[src/rtl/pdm_pkg.sv]
// Shared definitions for the PDM audio paths (playback and microphone input).
package pdm_pkg;

    localparam int PCM_W = 16;
    localparam logic [PCM_W-1:0] MIDSCALE = 16'h8000;

    typedef enum logic {
        ST_IDLE = 1'b0,
        ST_RUN  = 1'b1
    } pdm_state_e;

    // System clocks per PDM bit; the product is formed in 64 bits to avoid overflow.
    function automatic int calc_clk_count(input int clk_freq_mhz, input int sample_rate);
        longint hz;
        hz = longint'(clk_freq_mhz) * longint'(1000000);
        return int'(hz / longint'(sample_rate));
    endfunction

endpackage

[src/rtl/pdm_fifo.sv]
// Synchronous PCM sample FIFO with a registered "not full" ready flag.
module pdm_fifo #(
    parameter int DEPTH  = 4,
    parameter int DATA_W = 16
) (
    input  logic                         clk,
    input  logic                         rst,
    input  logic                         push_valid,
    input  logic [DATA_W-1:0]            push_data,
    input  logic                         pop,
    output logic [DATA_W-1:0]            pop_data,
    output logic                         empty,
    output logic [$clog2(DEPTH+1)-1:0]   count,
    output logic                         ready
);

    localparam int AW    = (DEPTH > 1) ? $clog2(DEPTH) : 1;
    localparam int CNT_W = $clog2(DEPTH + 1);

    logic [DATA_W-1:0] mem_q [DEPTH];
    logic [AW-1:0]     wr_ptr_q, wr_ptr_d;
    logic [AW-1:0]     rd_ptr_q, rd_ptr_d;
    logic [CNT_W-1:0]  count_q, count_d;
    logic              ready_q, ready_d;
    logic              do_push, do_pop;

    // ready_q always mirrors !full of count_q, so an accepted push always has room.
    assign do_push = push_valid && ready_q;
    assign do_pop  = pop && (count_q != '0);

    always_comb begin
        wr_ptr_d = wr_ptr_q;
        rd_ptr_d = rd_ptr_q;
        count_d  = count_q;
        if (do_push) begin
            wr_ptr_d = wr_ptr_q + AW'(1);
        end
        if (do_pop) begin
            rd_ptr_d = rd_ptr_q + AW'(1);
        end
        case ({do_push, do_pop})
            2'b10:   count_d = count_q + CNT_W'(1);
            2'b01:   count_d = count_q - CNT_W'(1);
            default: count_d = count_q;
        endcase
        ready_d = (count_d != CNT_W'(DEPTH));
    end

    always_ff @(posedge clk) begin
        if (rst) begin
            wr_ptr_q <= '0;
            rd_ptr_q <= '0;
            count_q  <= '0;
            ready_q  <= 1'b0;
        end else begin
            wr_ptr_q <= wr_ptr_d;
            rd_ptr_q <= rd_ptr_d;
            count_q  <= count_d;
            ready_q  <= ready_d;
        end
    end

    always_ff @(posedge clk) begin
        if (do_push) begin
            mem_q[wr_ptr_q] <= push_data;
        end
    end

    assign pop_data = mem_q[rd_ptr_q];
    assign empty    = (count_q == '0);
    assign count    = count_q;
    assign ready    = ready_q;

endmodule

[src/rtl/pdm_output.sv]
// PCM-to-PDM transmitter: FIFO-buffered samples drive a first-order sigma-delta modulator.
module pdm_output
    import pdm_pkg::*;
#(
    parameter int CLK_FREQ       = 125,
    parameter int SAMPLE_RATE    = 2400000,
    parameter int OSR            = 64,
    parameter int FIFO_DEPTH     = 4,
    parameter int UNDERRUN_LIMIT = 4
) (
    input  logic                    CLK_IN,
    input  logic                    RST_IN,
    input  logic signed [PCM_W-1:0] PCM_DATA,
    input  logic                    PCM_VALID,
    output logic                    PCM_READY,
    output logic                    AUD_PWM,
    output logic                    AUD_SD,
    output logic                    UNDERRUN,
    output logic                    ACTIVE
);

    localparam int CLK_COUNT = calc_clk_count(CLK_FREQ, SAMPLE_RATE);
    localparam int CNT_W     = (CLK_COUNT > 1) ? $clog2(CLK_COUNT) : 1;
    localparam int IDX_W     = (OSR > 1) ? $clog2(OSR) : 1;
    localparam int UR_W      = $clog2(UNDERRUN_LIMIT + 1);
    localparam int FCNT_W    = $clog2(FIFO_DEPTH + 1);

    function automatic logic [PCM_W-1:0] to_offset(input logic [PCM_W-1:0] pcm);
        return pcm ^ MIDSCALE;
    endfunction

    pdm_state_e         state_q, state_d;
    logic [CNT_W-1:0]   clk_cnt_q, clk_cnt_d;
    logic [IDX_W-1:0]   bit_idx_q, bit_idx_d;
    logic [PCM_W-1:0]   acc_q, acc_d;
    logic [PCM_W-1:0]   cur_u_q, cur_u_d;
    logic [UR_W-1:0]    ur_cnt_q, ur_cnt_d;
    logic               pwm_q, pwm_d;
    logic               underrun_q, underrun_d;
    logic               first_q, first_d;

    logic               bit_en, boundary;
    logic [PCM_W-1:0]   u_now;
    logic [PCM_W:0]     sum;

    logic               fifo_pop, fifo_empty, fifo_ready;
    logic [PCM_W-1:0]   fifo_data;
    logic [FCNT_W-1:0]  fifo_count;

    pdm_fifo #(
        .DEPTH  (FIFO_DEPTH),
        .DATA_W (PCM_W)
    ) u_fifo (
        .clk        (CLK_IN),
        .rst        (RST_IN),
        .push_valid (PCM_VALID),
        .push_data  (PCM_DATA),
        .pop        (fifo_pop),
        .pop_data   (fifo_data),
        .empty      (fifo_empty),
        .count      (fifo_count),
        .ready      (fifo_ready)
    );

    always_comb begin
        state_d    = state_q;
        clk_cnt_d  = clk_cnt_q;
        bit_idx_d  = bit_idx_q;
        acc_d      = acc_q;
        pwm_d      = pwm_q;
        cur_u_d    = cur_u_q;
        ur_cnt_d   = ur_cnt_q;
        first_d    = first_q;
        underrun_d = 1'b0;
        fifo_pop   = 1'b0;
        bit_en     = 1'b0;
        boundary   = 1'b0;
        u_now      = cur_u_q;
        sum        = '0;

        case (state_q)
            ST_IDLE: begin
                clk_cnt_d = '0;
                bit_idx_d = '0;
                acc_d     = '0;
                pwm_d     = 1'b0;
                ur_cnt_d  = '0;
                first_d   = 1'b1;
                if (fifo_count >= FCNT_W'(FIFO_DEPTH / 2)) begin
                    state_d = ST_RUN;
                end
            end
            ST_RUN: begin
                bit_en    = (clk_cnt_q == CNT_W'(CLK_COUNT - 1));
                clk_cnt_d = bit_en ? '0 : clk_cnt_q + CNT_W'(1);
                if (bit_en) begin
                    // The first bit of a sample is modulated with the freshly loaded value.
                    boundary  = first_q || (bit_idx_q == IDX_W'(OSR - 1));
                    bit_idx_d = boundary ? '0 : bit_idx_q + IDX_W'(1);
                    if (boundary) begin
                        first_d = 1'b0;
                        if (!fifo_empty) begin
                            fifo_pop = 1'b1;
                            u_now    = to_offset(fifo_data);
                            ur_cnt_d = '0;
                        end else begin
                            u_now      = MIDSCALE;
                            underrun_d = 1'b1;
                            ur_cnt_d   = ur_cnt_q + UR_W'(1);
                        end
                        cur_u_d = u_now;
                    end
                    sum   = {1'b0, acc_q} + {1'b0, u_now};
                    acc_d = sum[PCM_W-1:0];
                    pwm_d = sum[PCM_W];
                    if (underrun_d && (ur_cnt_d == UR_W'(UNDERRUN_LIMIT))) begin
                        state_d   = ST_IDLE;
                        clk_cnt_d = '0;
                        bit_idx_d = '0;
                        acc_d     = '0;
                        pwm_d     = 1'b0;
                        ur_cnt_d  = '0;
                        first_d   = 1'b1;
                    end
                end
            end
            default: state_d = ST_IDLE;
        endcase
    end

    always_ff @(posedge CLK_IN) begin
        if (RST_IN) begin
            state_q    <= ST_IDLE;
            clk_cnt_q  <= '0;
            bit_idx_q  <= '0;
            acc_q      <= '0;
            pwm_q      <= 1'b0;
            ur_cnt_q   <= '0;
            underrun_q <= 1'b0;
            first_q    <= 1'b1;
        end else begin
            state_q    <= state_d;
            clk_cnt_q  <= clk_cnt_d;
            bit_idx_q  <= bit_idx_d;
            acc_q      <= acc_d;
            pwm_q      <= pwm_d;
            ur_cnt_q   <= ur_cnt_d;
            underrun_q <= underrun_d;
            first_q    <= first_d;
        end
    end

    // The held sample is always reloaded at the first boundary, so it needs no reset.
    always_ff @(posedge CLK_IN) begin
        cur_u_q <= cur_u_d;
    end

    assign AUD_PWM   = pwm_q;
    assign AUD_SD    = (state_q == ST_RUN);
    assign ACTIVE    = (state_q == ST_RUN);
    assign UNDERRUN  = underrun_q;
    assign PCM_READY = fifo_ready;

endmodule

[config.mk]
export PLATFORM = sky130hd
export DESIGN_NAME = pdm_output
export DESIGN_NICKNAME = d
export VERILOG_FILES = /design/src/rtl/pdm_pkg.sv /design/src/rtl/pdm_fifo.sv /design/src/rtl/pdm_output.sv
export SDC_FILE = /design/constraint.sdc
export NUM_CORES = 1
export LEC_CHECK = 0
export CAP_MARGIN = 30
export CORE_UTILIZATION = 50
export DETAILED_ROUTE_END_ITERATION = 6
export PLACE_DENSITY = 0.7
export SLEW_MARGIN = 20
export SYNTH_ARGS = -nofsm -noshare
export SYNTH_HDL_FRONTEND = slang
export SYNTH_SLANG_ARGS = --single-unit
[constraint.sdc]
create_clock -name CLK_IN -period 2.9 [get_ports CLK_IN]
set_input_delay 0.29 -clock CLK_IN [delete_from_list [all_inputs] [get_ports CLK_IN]]
set_output_delay 0.29 -clock CLK_IN [all_outputs]
set_load 0.02 [all_outputs]
==> flow_summary.json, run 1 <==
{
  "rsz0062_at_grt": "true",
  "diodes": 0,
  "fin_skew_ns": 0.00785,
  "final-max-slew-violation-count": 0,
  "ys_types": 56,
  "synth_edf_count": 80,
  "multiInputGateArea_mm2": 0.00236,
  "fillers": 809,
  "ys.warnings.count": 0,
  "leakage_uw": 0.00252,
  "reg2regPathDepth": 12,
  "relSlewSlack_pct": 44.6,
  "grt.total_usage_pct": 21.6,
  "hold_viol_final": 0,
  "fin_nets": 562,
  "rows": 38,
  "critical_path.max_fanout": 7,
  "firstDrtPassIters": 5,
  "dpl_cell_area_mm2": 0.00621,
  "critPathRequiredTime_ns": 3.23,
  "drc": 0,
  "avgSynthCellArea_um2": 12.4,
  "dp_hpwl_um": 7570,
  "drt-wirelength-per-cell_um": 17.1,
  "synth_seq_cells": 125,
  "antenna_found_initial": 0,
  "cts_buffer_depth": 2,
  "seqCellArea_mm2": 0.00331,
  "cts_made_buffers": 17,
  "die_w_um": 109,
  "worstSetupEndpointType": "register",
  "cts_max_level": 4,
  "synthesis.nets": 505,
  "finalPower_uw": 4340,
  "layout-drive-gt1-share_pct": 20.0,
  "cellPowerDensity_mw_per_mm2": 621,
  "die_y_um": 109,
  "setup_viol": 0,
  "design_area_mm2": 0.00699,
  "num_io_pins": 24,
  "holdCritStartpoint": "clk_cnt_q[0]$_SDFF_PP0_",
  "max_freq_mhz": 357,
  "syn_area_mm2": 0.00568,
  "cts.clk_slew.worst_paths_ns": 0.05,
  "worstMarginPinSlew_ns": 0.828,
  "async_flop_share_pct": 0,
  "cts_root_buf": "clkbuf_16",
  "status": "finished, final reports clean",
  "ys.flop_type": "edfxtp_1",
  "grt_overflow": 0,
  "critPathKind": "reg -> reg",
  "place_congestion": 0.831,
  "portBuffers": 23,
  "hold_path.class": "reg -> reg",
  "cts_num_sinks": 125,
  "grt_pass1_vias": 3823,
  "grt_max_degree": 22,
  "min_path_cells": 1,
  "antenna_left": 0,
  "vias": 3777,
  "start_util_pct": 51.9,
  "holdBufCountCts": 0,
  "fin_util_pct": 63.9,
  "drv_cap": 0,
  "clock_latency_ns": 0.42,
  "max-vdd-ir-drop_mv": 0.498,
  "syn_inst": 457,
  "grt_pass1_wl_um": 18800,
  "period_share_pct": 96.6,
  "syn_to_final_growth_pct": 23.0,
  "drtIter0Drc": 187,
  "viasPerCell": 5.67,
  "coreArea_mm2": 0.0109,
  "ys_seq_area_share_pct": 58.2,
  "tritoncts": "built",
  "r2r-end": "acc_q[12]$_SDFFE_PP0P_",
  "hold_end": "clk_cnt_q[0]$_SDFF_PP0_",
  "fin_crit_ns": 2.80,
  "die_area_mm2": 0.0118,
  "reg2reg_setup_slack_ns": 0.1,
  "wl_um": 11400,
  "cp.arrival_ns": 3.13,
  "start_kind": "register"
}
[placed cells by master (no fill, tap or decap), types with 4 or more instances in the layout]
master           synthesis  layout
a21o_1                   5       5
buf_4                    3      27
nand2_1                 64      63
a211oi_1                 6       4
nor3_1                   5       5
nand3_1                 28      27
o21ai_0                 17      17
dfxtp_1                 45      43
xor2_1                  16      16
edfxtp_1                80      80
clkbuf_16                0      17
bufinv_16                0       4
mux4_2                  16      16
inv_1                   12      12
clkdlybuf4s50_1          0      23
xnor2_1                  8       8
nand4_1                  5       5
and3_1                   8       8
a21oi_1                 19      14
ha_1                    27      21
nor2_1                  27      27
a21oi_2                  0       5
[flip-flops by register name, indices dropped and copies added, names as in the netlist, named ones only]
| signal | cells |
|---|---|
| u_fifo.wr_ptr_q | 2 |
| first_q | 1 |
| bit_idx_q | 6 |
| u_fifo.rd_ptr_q | 2 |
| u_fifo.ready | 1 |
| u_fifo.count | 3 |
| u_fifo.mem_q | 64 |
| ur_cnt_q | 3 |
| cur_u_q | 16 |
| clk_cnt_q | 6 |
| acc_q | 16 |
| AUD_PWM | 1 |
| ACTIVE | 1 |
| UNDERRUN | 1 |
[cell type report]
type	instances	share of cell area (%)
Timing Repair Buffer	54	7.02
Inverter	12	0.645
Multi-Input combinational cell	304	33.8
Clock inverter	13	2.49
Clock buffer	18	6.14
Sequential cell	125	47.3
Tap cell	140	2.51
[synthesized netlist by cell type (6+ instances only)]
master / instances / share of area [%]
nor2_1: 27 / 1.8
mux4_2: 16 / 6.3
dfxtp_1: 45 / 16
edfxtp_1: 80 / 42
xor2_1: 16 / 2.5
clkbuf_1: 7 / 0.46
nand3_1: 28 / 2.5
ha_1: 27 / 5.9
nand2_1: 64 / 4.2
o21ai_0: 17 / 1.5
xnor2_1: 8 / 1.2
a211oi_1: 6 / 0.79
and3_1: 8 / 0.88
inv_1: 12 / 0.79
a21oi_1: 19 / 1.7
[worst max-delay path by stage]
stage | from | endpoint | slack [ns] | depth (start not counted)
floorplan | register | acc_q[12]$_SDFFE_PP0P_ | 0.02 | 11
global placement | register | acc_q[12]$_SDFFE_PP0P_ | -0.01 | 12
detailed placement | register | acc_q[12]$_SDFFE_PP0P_ | -0.07 | 12
CTS | register | acc_q[13]$_SDFFE_PP0P_ | -0.01 | 9
global route | register | acc_q[15]$_SDFFE_PP0P_ | -0.04 | 12
finish | register | acc_q[12]$_SDFFE_PP0P_ | 0.1 | 12
[critical path, stage by stage (launching register included)]
cell and delay (ns):
dfxtp_4 0.37, buf_8 0.14, mux4_2 0.51, nand3_1 0.12
nand2_2 0.08, ha_2 0.20, inv_1 0.08, fa_2 0.21
nand3b_1 0.15, a211oi_2 0.09, or3_4 0.37, and3_1 0.18
o31ai_1 0.22
[repair_timing]
action / in CTS / in global routing
gates resized for setup: 4 / 27
setup buffers: 0 / 5
pin swaps: 0 / 6
setup endpoints to repair: 6 / 11
hold endpoints to repair: 0 / 0
[logic make-up after synthesis]
logic type	Yosys count	synth area share, %
mux	17	6.54
fa+ha+maj	29	6.65
xor+xnor	24	3.70
buf+inv	28	2.16
flops	125	58.2
simple gates	157	13.1
compound gates	77	9.63
[metal layers]
metal	vias up	GRT usage, %	wire length [µm]
met5	-	0	0
met4	0	8.20	134
li1	1830	-	-
met2	69	34.4	5640
met3	13	6.27	511
met1	1865	28.0	5130
[power breakdown]
part	switching, µW	internal [µW]
combinational	140	102
sequential	10.6	1920
clock	746	1420
[metrics by stage]
step	instances	hold WS [ns]	setup WS (ns)	TNS (ns)
floorplan	457	0.389	0.0186	0
global placement	630	0.426	-0.0104	-0.0192
detailed placement	630	0.440	-0.0694	-0.240
CTS	661	0.452	-0.0119	-0.0223
global route	666	0.443	-0.0374	-0.119
finish	666	0.416	0.0978	0
Note: power is estimated with default switching activity, not from simulation.
==> inputs of run 2 (changes only) <==
--- a/config.mk
+++ b/config.mk
@@ -5,6 +5,7 @@
 export SDC_FILE = /design/constraint.sdc
 export NUM_CORES = 1
 export LEC_CHECK = 0
+export ABC_AREA = 0
 export CAP_MARGIN = 30
 export CORE_UTILIZATION = 50
 export DETAILED_ROUTE_END_ITERATION = 6
==> results of run 2 <==
The final DEF is identical to that of run 1; final timing and power are the same.
==> inputs of run 3 (changes only) <==
--- a/config.mk
+++ b/config.mk
@@ -7,9 +7,12 @@
 export LEC_CHECK = 0
 export ABC_AREA = 0
 export CAP_MARGIN = 30
-export CORE_UTILIZATION = 50
+export CELL_PAD_IN_SITES_DETAIL_PLACEMENT = 1
+export CELL_PAD_IN_SITES_GLOBAL_PLACEMENT = 1
+export CORE_UTILIZATION = 45
 export DETAILED_ROUTE_END_ITERATION = 6
-export PLACE_DENSITY = 0.7
+export HOLD_SLACK_MARGIN = 0.03
+export PLACE_DENSITY_LB_ADDON = 0.1
 export SLEW_MARGIN = 20
 export SYNTH_ARGS = -nofsm -noshare
 export SYNTH_HDL_FRONTEND = slang
==> flow_summary.json, run 3 (same netlist as run 1, synthesis figures left out) <==
{
  "critPathRequiredTime_ns": 3.23,
  "layout_commonest_cell": "edfxtp_1",
  "hold_slack_ns": 0.442,
  "worstSetupEndpointType": "register",
  "cp_top_family": "simple AND/OR/NAND/NOR gates",
  "rows": 40,
  "antenna_left": 0,
  "holdCritStartpoint": "clk_cnt_q[0]$_SDFF_PP0_",
  "final-max-slew-violation-count": 0,
  "p_switching_uw": 977,
  "fin_nets": 571,
  "firstDrtPassIters": 5,
  "drc": 0,
  "dp_cells": 663,
  "start_kind": "register",
  "place_congestion": 0.810,
  "grt.total_usage_pct": 21.3,
  "drt-wirelength-per-cell_um": 19.3,
  "setup_viol": 0,
  "die_w_um": 114,
  "cts_max_level": 4,
  "intPower_uw": 3300,
  "switching_share_pct": 22.9,
  "grt_max_degree": 22,
  "period_share_pct": 98.2,
  "fin_util_pct": 59.2,
  "cts_made_buffers": 17,
  "hold_end": "clk_cnt_q[0]$_SDFF_PP0_",
  "tritoncts": "built",
  "num_io_pins": 24,
  "layout-drive-gt1-share_pct": 25.2,
  "drtIter0Drc": 216,
  "fin_crit_ns": 2.85,
  "dp_hpwl_um": 8690,
  "fin_ws_ns": 0.0536,
  "critPathKind": "reg -> reg",
  "cts_num_sinks": 125,
  "max-vdd-ir-drop_mv": 0.622,
  "cp_num_buf_inv": 2,
  "combPwrFrac_pct": 6.1,
  "worst_path_max_delay_cell": "mux4_2",
  "largest_register_ffs": 64,
  "slowest_delay_ns": 0.49,
  "clock_latency_ns": 0.42,
  "cellPowerDensity_mw_per_mm2": 594,
  "clkPwrFrac_pct": 48.7,
  "cts_root_buf": "clkbuf_16",
  "tns_ns": 0,
  "hold_viol_final": 0,
  "coreArea_mm2": 0.0122,
  "diodes": 0,
  "top_register": "u_fifo.mem_q",
  "min_path_cells": 1,
  "critical_path.max_fanout": 4,
  "portBuffers": 23,
  "place_ws_ns": -0.137,
  "crit_path_cell_trace": "mux4_2, and2_1, a22o_1, buf_4, inv_1, fa_2, nand3b_1, a211oi_2, or3_4, and3_4, o31ai_1",
  "drv_cap": 0,
  "syn_to_final_growth_pct": 26.8,
  "post_layout_nonfiller_instances": 704,
  "sequentialPowerShare_pct": 45.2,
  "cts.clk_slew.worst_paths_ns": 0.06,
  "worstMarginPinSlew_ns": 0.920,
  "fin_skew_ns": 0.00584,
  "die_y_um": 114,
  "cp.arrival_ns": 3.17,
  "r2r-end": "acc_q[12]$_SDFFE_PP0P_",
  "leakage_uw": 0.00254,
  "die_area_mm2": 0.0131,
  "layout_common_cells": "edfxtp_1 (80), nand2_1 (59), dfxtp_1 (40)",
  "max_freq_mhz": 351,
  "reg2regPathDepth": 11,
  "antenna_found_initial": 0,
  "viasPerCell": 5.45,
  "cts_buffer_depth": 2,
  "hold_path.class": "reg -> reg",
  "wl_um": 13600,
  "grt_pass1_wl_um": 20700,
  "largestRegisters": "u_fifo.mem_q x64, acc_q x16, cur_u_q x16",
  "start_util_pct": 46.7,
  "reg2reg_setup_slack_ns": 0.05,
  "vias": 3840,
  "status": "finished, final reports clean",
  "grt_pass1_vias": 4033,
  "relSlewSlack_pct": 38.5,
  "grt_overflow": 0
}
run 3: changes by cell type in the layout (fill, tap and decap cells not counted), sizes merged:
cell and delta:
bufinv -2, clkbuf +1, clkinvlp -1, inv +4
buf +8
run 3: how the worst max path moves through the flow:
stage,depth (start not counted),to,startpoint
after global placement,12,acc_q[12]$_SDFFE_PP0P_,register
after detailed placement,12,acc_q[12]$_SDFFE_PP0P_,bit_idx_q[0]$_SDFFE_PP0P_
after CTS,11,acc_q[14]$_SDFFE_PP0P_,register
final,11,acc_q[12]$_SDFFE_PP0P_,register
after floorplan,11,acc_q[12]$_SDFFE_PP0P_,register
after global routing,12,acc_q[12]$_SDFFE_PP0P_,bit_idx_q[3]$_SDFFE_PP0P_
run 3: final cells by class:
type,instances,area (µm²)
Clock inverter,14,143
Clock buffer,18,429
Timing Repair Buffer,63,564
Fill cell,1199,4960
Sequential cell,125,3310
Tap cell,168,210
Inverter,12,45.0
Multi-Input combinational cell,304,2490
run 3: worst register-to-register path, cell delays in order (launching register included):
cell	delay, ns
dfxtp_4	0.39
mux4_2	0.49
and2_1	0.17
a22o_1	0.25
buf_4	0.16
inv_1	0.06
fa_2	0.21
nand3b_1	0.15
a211oi_2	0.10
or3_4	0.37
and3_4	0.18
o31ai_1	0.23
run 3: timing repair:
action	in CTS	in global routing
gates resized for setup	8	49
pin swaps	0	14
buffers inserted	5	3
hold buffers	0	0
cloned	0	1
endpoints found under the setup margin	8	12
run 3: through the flow:
stage                     cell area, µm²  power (µW)
final                               7200        4270
after global routing                7200        4410
after CTS                           6920        4290
after detailed placement            6290        2210
after global placement              6290        2200
after floorplan                     5680        2100
run 3: power groups by stage:
| stage | logic [µW] | clock network [µW] | registers (µW) |
|---|---|---|---|
| floorplan | 133 | 0 | 1970 |
| detailed placement | 241 | 0 | 1970 |
| global placement | 235 | 0 | 1970 |
| finish | 262 | 2080 | 1930 |
| CTS | 244 | 2110 | 1930 |
| global route | 290 | 2190 | 1930 |
run 3: routing by layer:
metal  vias up  routed length [µm]  GRT usage (%)
li1       1841                   -              -
met1      1929                6050           26.6
met2        56                6930           36.1
met3        14                 430           5.56
met4         0                 138           7.27
met5         -                   0              0
